File: config.mk
export PLATFORM = sky130hd
export DESIGN_NAME = reaction_bcd_timer
export DESIGN_NICKNAME = d
export VERILOG_FILES = /design/src/rtl/reaction_pkg.sv /design/src/rtl/bcd_digit_counter.sv /design/src/rtl/reaction_bcd_timer.sv
export SDC_FILE = /design/constraint.sdc
export NUM_CORES = 1
export LEC_CHECK = 0
export CORE_MARGIN = 2
export CORE_UTILIZATION = 59
export DETAILED_ROUTE_END_ITERATION = 12
export GPL_ROUTABILITY_DRIVEN = 0
export GPL_TIMING_DRIVEN = 0
export PLACE_DENSITY = 0.95
export RECOVER_POWER = 25
export SLEW_MARGIN = 20
export SYNTH_ARGS = -nofsm -noshare
export SYNTH_HDL_FRONTEND = slang
export SYNTH_SLANG_ARGS = --single-unit
File: constraint.sdc
create_clock -name MAX10_CLK1_50 -period 4.6 [get_ports MAX10_CLK1_50]
set_input_delay 0.92 -clock MAX10_CLK1_50 [delete_from_list [all_inputs] [get_ports MAX10_CLK1_50]]
set_output_delay 0.92 -clock MAX10_CLK1_50 [all_outputs]
set_load 0.02 [all_outputs]
File: src/rtl/reaction_pkg.sv
// reaction_pkg: shared state enum, 16-bit BCD time type and BCD constants/helpers for the reaction-time game
package reaction_pkg;
  typedef enum logic [1:0] {IDLE, RUN, HOLD} state_t;
  typedef logic [15:0] bcd_time_t;
  localparam bcd_time_t BCD_MAX = 16'h9999;
  localparam bcd_time_t BCD_ZERO = 16'h0000;
  function automatic bcd_time_t to_bcd(int unsigned v);
    return {4'(v / 1000 % 10), 4'(v / 100 % 10), 4'(v / 10 % 10), 4'(v % 10)};
  endfunction
endpackage

File: src/rtl/bcd_digit_counter.sv
// bcd_digit_counter: one 0-9 BCD digit; clk/rst_n, en (carry in), hold (block increment), zero (sync clear) in; q digit and co (en at 9, independent of hold) out
module bcd_digit_counter (
  input  logic       clk,
  input  logic       rst_n,
  input  logic       en,
  input  logic       hold,
  input  logic       zero,
  output logic [3:0] q,
  output logic       co
);
  logic [3:0] q_q, q_d;
  always_comb q_d = zero ? 4'd0 : (en && !hold) ? (q_q == 4'd9 ? 4'd0 : q_q + 4'd1) : q_q;
  always_ff @(posedge clk or negedge rst_n)
    if (!rst_n) q_q <= 4'd0;
    else q_q <= q_d;
  assign q = q_q;
  assign co = en && q_q == 4'd9;
endmodule

File: src/rtl/reaction_bcd_timer.sv
// reaction_bcd_timer: ms BCD stopwatch with best-time register; MAX10_CLK1_50/rst_n, start/stop/clear pulses in; ones/tenths/hundreths/thousanths, best, running/timeout/new_best/false_start out; REACTION_TIMER_ANTICHEAT_EN enables false-start rejection below MIN_MS
module reaction_bcd_timer
  import reaction_pkg::*;
#(
  parameter int CLK_HZ = 50000000,
  parameter int TICK_HZ = 1000,
  parameter int MIN_MS = 100
) (
  input  logic        MAX10_CLK1_50,
  input  logic        rst_n,
  input  logic        start,
  input  logic        stop,
  input  logic        clear,
  output logic [3:0]  ones,
  output logic [3:0]  tenths,
  output logic [3:0]  hundreths,
  output logic [3:0]  thousanths,
  output logic [15:0] best,
  output logic        running,
  output logic        timeout,
  output logic        new_best,
  output logic        false_start
);
  localparam int DIV = CLK_HZ / TICK_HZ;
  localparam int PW = $clog2(DIV);
`ifdef REACTION_TIMER_ANTICHEAT_EN
  localparam bit AC_EN = 1'b1;
`else
  localparam bit AC_EN = 1'b0;
`endif
  localparam bcd_time_t MIN_BCD = AC_EN ? to_bcd(MIN_MS) : BCD_ZERO;
  state_t state_q, state_d;
  logic [PW-1:0] psc_q, psc_d;
  logic timeout_q, timeout_d, new_best_q, new_best_d, false_start_q, false_start_d, cmp_q, cmp_d;
  bcd_time_t best_q, best_d, value;
  logic [4:0] carry;
  logic tick, sat, go, rst_dig, better, fs_hit;
  assign tick = state_q == RUN && psc_q == PW'(DIV - 1);
  assign go = start && (state_q != RUN || stop);
  assign rst_dig = clear || go;
  assign carry[0] = tick;
  // a tick arriving at 9.999 carries out of the ones digit: that is saturation, and it freezes every digit
  assign sat = carry[4];
  for (genvar g = 0; g < 4; g++) begin : g_dig
    bcd_digit_counter u_dig (
      .clk (MAX10_CLK1_50),
      .rst_n(rst_n),
      .en  (carry[g]),
      .hold(sat),
      .zero(rst_dig),
      .q   (value[4*g +: 4]),
      .co  (carry[g+1])
    );
  end
  assign better = value < best_q;
  assign fs_hit = value < MIN_BCD;
  // cmp_q marks the first HOLD cycle after a stop, so the compare sees the frozen value
  always_comb begin
    state_d = clear ? IDLE : go ? RUN : (state_q == RUN && (stop || sat)) ? HOLD : state_q;
    psc_d = (rst_dig || tick || state_q != RUN) ? '0 : psc_q + 1'b1;
    timeout_d = rst_dig ? 1'b0 : sat ? 1'b1 : timeout_q;
    cmp_d = !rst_dig && state_q == RUN && stop && !sat;
    new_best_d = rst_dig ? 1'b0 : (cmp_q && better && !fs_hit) ? 1'b1 : new_best_q;
    false_start_d = rst_dig ? 1'b0 : (cmp_q && fs_hit) ? 1'b1 : false_start_q;
    best_d = (cmp_q && better && !fs_hit) ? value : best_q;
  end
  always_ff @(posedge MAX10_CLK1_50 or negedge rst_n)
    if (!rst_n) begin
      state_q <= IDLE;
      psc_q <= '0;
      timeout_q <= 1'b0;
      new_best_q <= 1'b0;
      false_start_q <= 1'b0;
      cmp_q <= 1'b0;
      best_q <= BCD_MAX;
    end else begin
      state_q <= state_d;
      psc_q <= psc_d;
      timeout_q <= timeout_d;
      new_best_q <= new_best_d;
      false_start_q <= false_start_d;
      cmp_q <= cmp_d;
      best_q <= best_d;
    end
  assign {ones, tenths, hundreths, thousanths} = value;
  assign best = best_q;
  assign running = state_q == RUN;
  assign timeout = timeout_q;
  assign new_best = new_best_q;
  assign false_start = false_start_q;
endmodule

==> impl_metrics.yaml <==
outcome:
  status: "finished, violations left"
  violations: "capacitance limit, slew limit"
sta:
  fin_skew_ns: 0.00648
  tns_ns: 0
  fin_ws_ns: 1.52
  fin_crit_sh_pct: 66.9
  rsz0062_at_grt: "no"
  slew_headroom_pct: -86.8
  fmax_mhz: 325
  finalCriticalPeriod_ns: 3.08
  slew_violations: 54
  setup_viol_count_final: 0
  worst_pin_slew_ns: 2.80
  final_hold_viol_count: 0
clock_network:
  cts.sinks: 53
  clockBufferDepth: 2
  ctsRootBufferMaster: "clkbuf_8"
  cts_buffers: 5
  cts_setup_buffers: 0
  htree_levels: 2
  cts_tree: "built"
  cts-resized-gates: 0
  path_clk_slew_ns: 0.08
  postCtsHoldBufs: 0
  clk-insertion-delay-late_ns: 0.31
global_routing:
  grt_pass1_vias: 2385
  top_usage_layer: "met2"
  use_met3_pct: 4.50
  grt_overflow: 0
  gr-usage-all-layers_pct: 26.5
  use_met2_pct: 43.9
  grt_pass1_wl_um: 11200
  grt_max_degree: 54
  met1_usage_pct: 34.8
  antenna_found_initial: 0
die:
  ioPinCount: 41
  start_util_pct: 62.3
  dieHeight_um: 75.3
  die_w_um: 75.3
  core_area_um2: 4820
  core.rowCount: 25
  die_area_um2: 5670
critical_path:
  critPathSlowestCell: "clkbuf_1"
  critPathCaptureType: "async pin"
  crit_chain: "clkbuf_1"
  worstSetupPathType: "in2async"
  critPathLaunchType: "input port"
  crit_buf_inv: 1
  cp_max_fo: 53
  critical_path.top_delay_family: "buffers and inverters"
  required_ns: 4.42
  arrival_ns: 2.90
  critical-path-max-stage-delay_ns: 1.95
layout:
  nets: 366
  fillers: 342
  synthToLayoutAreaGrowth_pct: 18.5
  n_antenna_cell: 0
  drive_gt1_share_pct: 10.1
yosys:
  synth_area_um2: 3000
  ys_top_cells_by_count: "dfrtp_1, nor2_1, inv_1, ha_1, nand2_1"
  synthTopCellsByArea: "dfrtp_1, ha_1, dfstp_2"
  synth_top_area_share_pct: 37.5
  ys_ff_latch: 53
  synth_most_common_cell: "dfrtp_1"
  synth_cell_types: 49
  syn_inst: 291
  syn-num-nets: 320
  synth_edf_count: 0
  seq_area_frac_synth_pct: 44.5
  yosysTopAreaCell: "dfrtp_1"
  synth_ff_type: "dfrtp_1"
  yosysWarnings: 0
  syn_area_per_cell_um2: 10.3
  async_reset_ff_share_pct: 100
placed_design:
  dp_slack_ns: 1.86
  portBuffers: 39
  hpwl_um: 5000
drt:
  detail-route-antenna-nets: 0
  dr.pass1.iters: 4
  drc: 0
  wire_per_inst_um: 16.7
  drt-initial-drc-count: 139
  route.vias.total: 2381
  routed_wirelength_um: 6750
  via_per_inst: 5.89
power_and_ir_drop:
  power_frac_clock_pct: 33.3
  peakVddDrop_v: 0.000230
  leakagePower_nw: 1.55
  p_seq_share_pct: 59.3
  swShare_pct: 23.4
  p_int_w: 0.000615
  powerDensity_nw_per_um2: 226
  p_comb_share_pct: 7.4
  p_sw_w: 0.000188
hold_path:
  hold_path_class: "reg2reg"
job:
  max_cap_violations: 1
power by group through the flow:
stage	Clock, W	Sequential (W)	Combinational, W
after floorplan	0	0.000489	0.0000267
after global placement	0	0.000485	0.0000583
after detailed placement	0	0.000485	0.0000602
after CTS	0.000272	0.000476	0.0000606
after global routing	0.000291	0.000477	0.0000665
final	0.000267	0.000476	0.0000594
kinds of logic (layout without fill, tap and decap cells):
logic type / after synthesis / after routing / share of synthesized area [%]
AO/OA/AOI/OAI: 42 / 42 / 9.38
XOR/XNOR: 16 / 16 / 4.67
flip-flops: 53 / 53 / 44.5
buffers and inverters: 32 / 78 / 4.17
multiplexers: 19 / 19 / 6.84
other: 1 / 1 / 0.125
AND/OR/NAND/NOR: 104 / 104 / 20.3
adder cells (fa/ha/maj): 24 / 24 / 10.0
registers in the layout, indices dropped and copies added (netlist names):
register       cells
new_best           1
best              16
timeout            1
g_dig.u_dig.q     16
psc_q             16
cmp_q              1
state_q            2
layout make-up:
| type | instances | area, um^2 | area share, % |
|---|---|---|---|
| Timing Repair Buffer | 39 | 384 | 10.8 |
| Sequential cell | 53 | 1340 | 37.6 |
| Buffer | 5 | 23.8 | 0.669 |
| Inverter | 27 | 101 | 2.85 |
| Clock buffer | 7 | 86.3 | 2.43 |
| Tap cell | 67 | 83.8 | 2.36 |
| Multi-Input combinational cell | 206 | 1540 | 43.3 |
routing by layer:
metal | vias up | share of wire, %
met2 | 69 | 50
met5 | - | 0
met3 | 14 | 4.2
met1 | 1176 | 43
li1 | 1122 | -
met4 | 0 | 2.4
cells in the final DEF (no fill, tap or decap), types with 3 or more instances in the layout:
cell type	count
dfrtp_1	45
clkdlybuf4s50_1	38
nor2_1	29
inv_1	27
ha_1	24
nand2_1	16
a21oi_1	15
xor2_1	10
mux2_2	10
nand3_1	8
o21ai_0	8
dfstp_2	8
nand4_1	7
mux2i_1	7
xnor2_1	6
nor4_1	6
clkbuf_8	6
clkbuf_1	5
and2_1	5
or3_1	5
nor2b_1	4
a21o_1	4
and4_1	3
and3_1	3
and3b_1	3
path summary, 6_finish.rpt:
path,depth (start not counted),startpoint,to,slack (ns)
setup reg to reg,7,best[12],best[14],1.83
max in group MAX10_CLK1_50,7,best[12],best[14],1.83
min in group asynchronous,1,rst_n,g_dig[1].u_dig.q[3],1.50
hold / removal,1,psc_q[0],psc_q[0],0.47
setup / recovery,1,rst_n,psc_q[7],1.52
hold reg to reg,1,psc_q[0],psc_q[0],0.47
per-stage QoR:
| stage | total power (W) | cells | hold slack [ns] | instance area, um^2 | util [%] |
|---|---|---|---|---|---|
| floorplan | 0.000516 | 291 | 0.424 | 3000 | - |
| global placement | 0.000543 | 397 | 0.440 | 3470 | 72.1 |
| detailed placement | 0.000545 | 397 | 0.460 | 3470 | 72.1 |
| CTS | 0.000809 | 404 | 0.472 | 3560 | 73.9 |
| global route | 0.000835 | 404 | 0.505 | 3550 | 73.8 |
| finish | 0.000803 | 404 | 0.466 | 3550 | 73.8 |
Power figures use the tool's default switching activity.
==> variant, RTL diff (same settings) <==
`TICK_HZ`: 1000 -> 2000.
--- a/src/rtl/reaction_bcd_timer.sv
+++ b/src/rtl/reaction_bcd_timer.sv
@@ -4,5 +4,5 @@
 #(
   parameter int CLK_HZ = 50000000,
-  parameter int TICK_HZ = 1000,
+  parameter int TICK_HZ = 2000,
   parameter int MIN_MS = 100
 ) (
Check against the original RTL: no difference found for any inputs over 10 cycles, from zero or initial values and one cycle with rst_n low; that may be too few to reach the edited logic, so the function may still have changed.
==> variant against the original RTL <==
  * The run still ends with max-capacitance violations, max-slew violations left
  * Area after synthesis fell by 2.5%
  * Routed wire length fell by 11%
  * Final cell count is 0.99% lower
  * Design area shrank 2.0%
  * Register-to-register slack improved by 0.11 ns
  * Synthesized cell count decreased by 1.7%
  * Sequential cell count shrank 1
  * Setup slack better by 0.030 ns
  * Critical path type unchanged
  * Critical endpoint is now psc_q[1]
Power is not compared: it rests on default switching activity, and its combinational part moved more than twofold at a synthesized area within 25%.
==> variant: results <==
set metrics [dict create \
    yosys-top-cells-area "dfrtp_1 (38%), ha_1 (10%), dfstp_2 (7.2%), nor2_1 (3.8%), inv_1 (3.3%)" \
    wl_met2_um 3180 \
    cp_top_family "buffers and inverters" \
    m1WireLength_um 2470 \
    antenna_found_initial 0 \
    drc_errors 0 \
    postSynth.asyncResetShare_pct 100 \
    gr-usage-met3_pct 4.61 \
    nNetsFinal 361 \
    track_usage_pct 23.2 \
    clk_pin_slew_ns 0.09 \
    dp_hpwl_um 4350 \
    top_layer "met4" \
    p_sw_share_pct 22.0 \
    wl_met3_um 306 \
    clk_latency_ns 0.31 \
    vias 2258 \
    cpPeakStageDelay_ns 1.92 \
    outcome "complete, but fails checks" \
    cellLeakagePower_uw 0.00149 \
    synth-seq-area-share_pct 44.8 \
    drt-pass1-iter-count 4 \
    maxCapViolCount 1 \
    diodes 0 \
    synth.net_count 315 \
    irDropWorstVdd_uv 143 \
    crit_arrival_ns 2.88 \
    grt_max_degree 53 \
    critical_path_peak_fanout 52 \
    cts_resized 0 \
    cpMaxStageDelayCell "clkbuf_1" \
    drtIter0Drc 136 \
    clk_path_buf_depth 2 \
    postPlaceCellArea_um2 3400 \
    clockRootBuffer "clkbuf_8" \
    worstMarginPinSlew_ns 2.77 \
    synth_cell_type_count 47 \
    skew_ns 0.00332 \
    post_cts_buffers 0 \
    grt_use_met1_pct 27.6 \
    synthTopCellsByCount "dfrtp_1 (44), nor2_1 (30), inv_1 (26), ha_1 (24), a21oi_1 (17)" \
    grt_use_met2_pct 41.9 \
    setup_tns_ns 0 \
    h-tree-depth 2 \
    grt_first_pass_wirelength_um 9750 \
    numCtsBuffers 5 \
    finalMaxSlewViolations 53 \
    hold_path.class "reg2reg" \
    grt_pass1_vias 2218 \
    drive_above_1_share_pct 10.8 \
    fill_cells 355 \
    synth_edf_count 0 \
    violations "max-capacitance violations, max-slew violations" \
    finalWirelength_um 6040 \
]
==> variant: final cells by class <==
| type | instances | share of cell area, % |
|---|---|---|
| plain buffers | 10 | 1.69 |
| clock buffers | 8 | 2.59 |
| inverters | 26 | 2.80 |
| well taps | 67 | 2.41 |
| flip-flops and latches | 52 | 37.6 |
| repair buffers | 39 | 11.0 |
| multi-input cells | 198 | 41.8 |
==> variant: power groups by stage <==
stage	combinational (µW)	clock, µW	sequential [µW]
final	28.7	268	460
after global routing	32.4	293	460
after CTS	29.6	277	460
after detailed placement	29.5	0	469
after global placement	29.1	0	469
after floorplan	11.4	0	469
==> variant: cell families after synthesis <==
logic type | after synthesis | share of synthesized area, %
compound gates | 36 | 8.17
xor+xnor | 16 | 4.79
fa+ha+maj | 24 | 10.3
buf+inv | 36 | 5.35
flops | 52 | 44.8
mux | 18 | 7.31
other cells | 1 | 0.128
simple gates | 103 | 19.2
==> variant: final timing paths <==
check,from,endpoint,slack (ns),cells after the start
max in group MAX10_CLK1_50,best[15],best[14],1.94,9
min in group asynchronous,rst_n,g_dig[2].u_dig.q[3],1.48,1
hold reg to reg,psc_q[0],psc_q[0],0.46,1
setup / recovery,rst_n,psc_q[1],1.55,1
hold / removal,psc_q[0],psc_q[0],0.46,1
setup reg to reg,best[15],best[14],1.94,9
==> variant: stage by stage <==
step	instances	setup WS, ns	util (%)	total power (µW)	hold WS, ns
floorplan	286	2.23	-	480	0.424
global placement	392	1.13	71.5	498	0.436
detailed placement	392	1.78	71.4	498	0.444
CTS	400	1.91	73.3	766	0.457
global route	400	1.00	73.3	786	0.485
finish	400	1.55	73.3	756	0.456
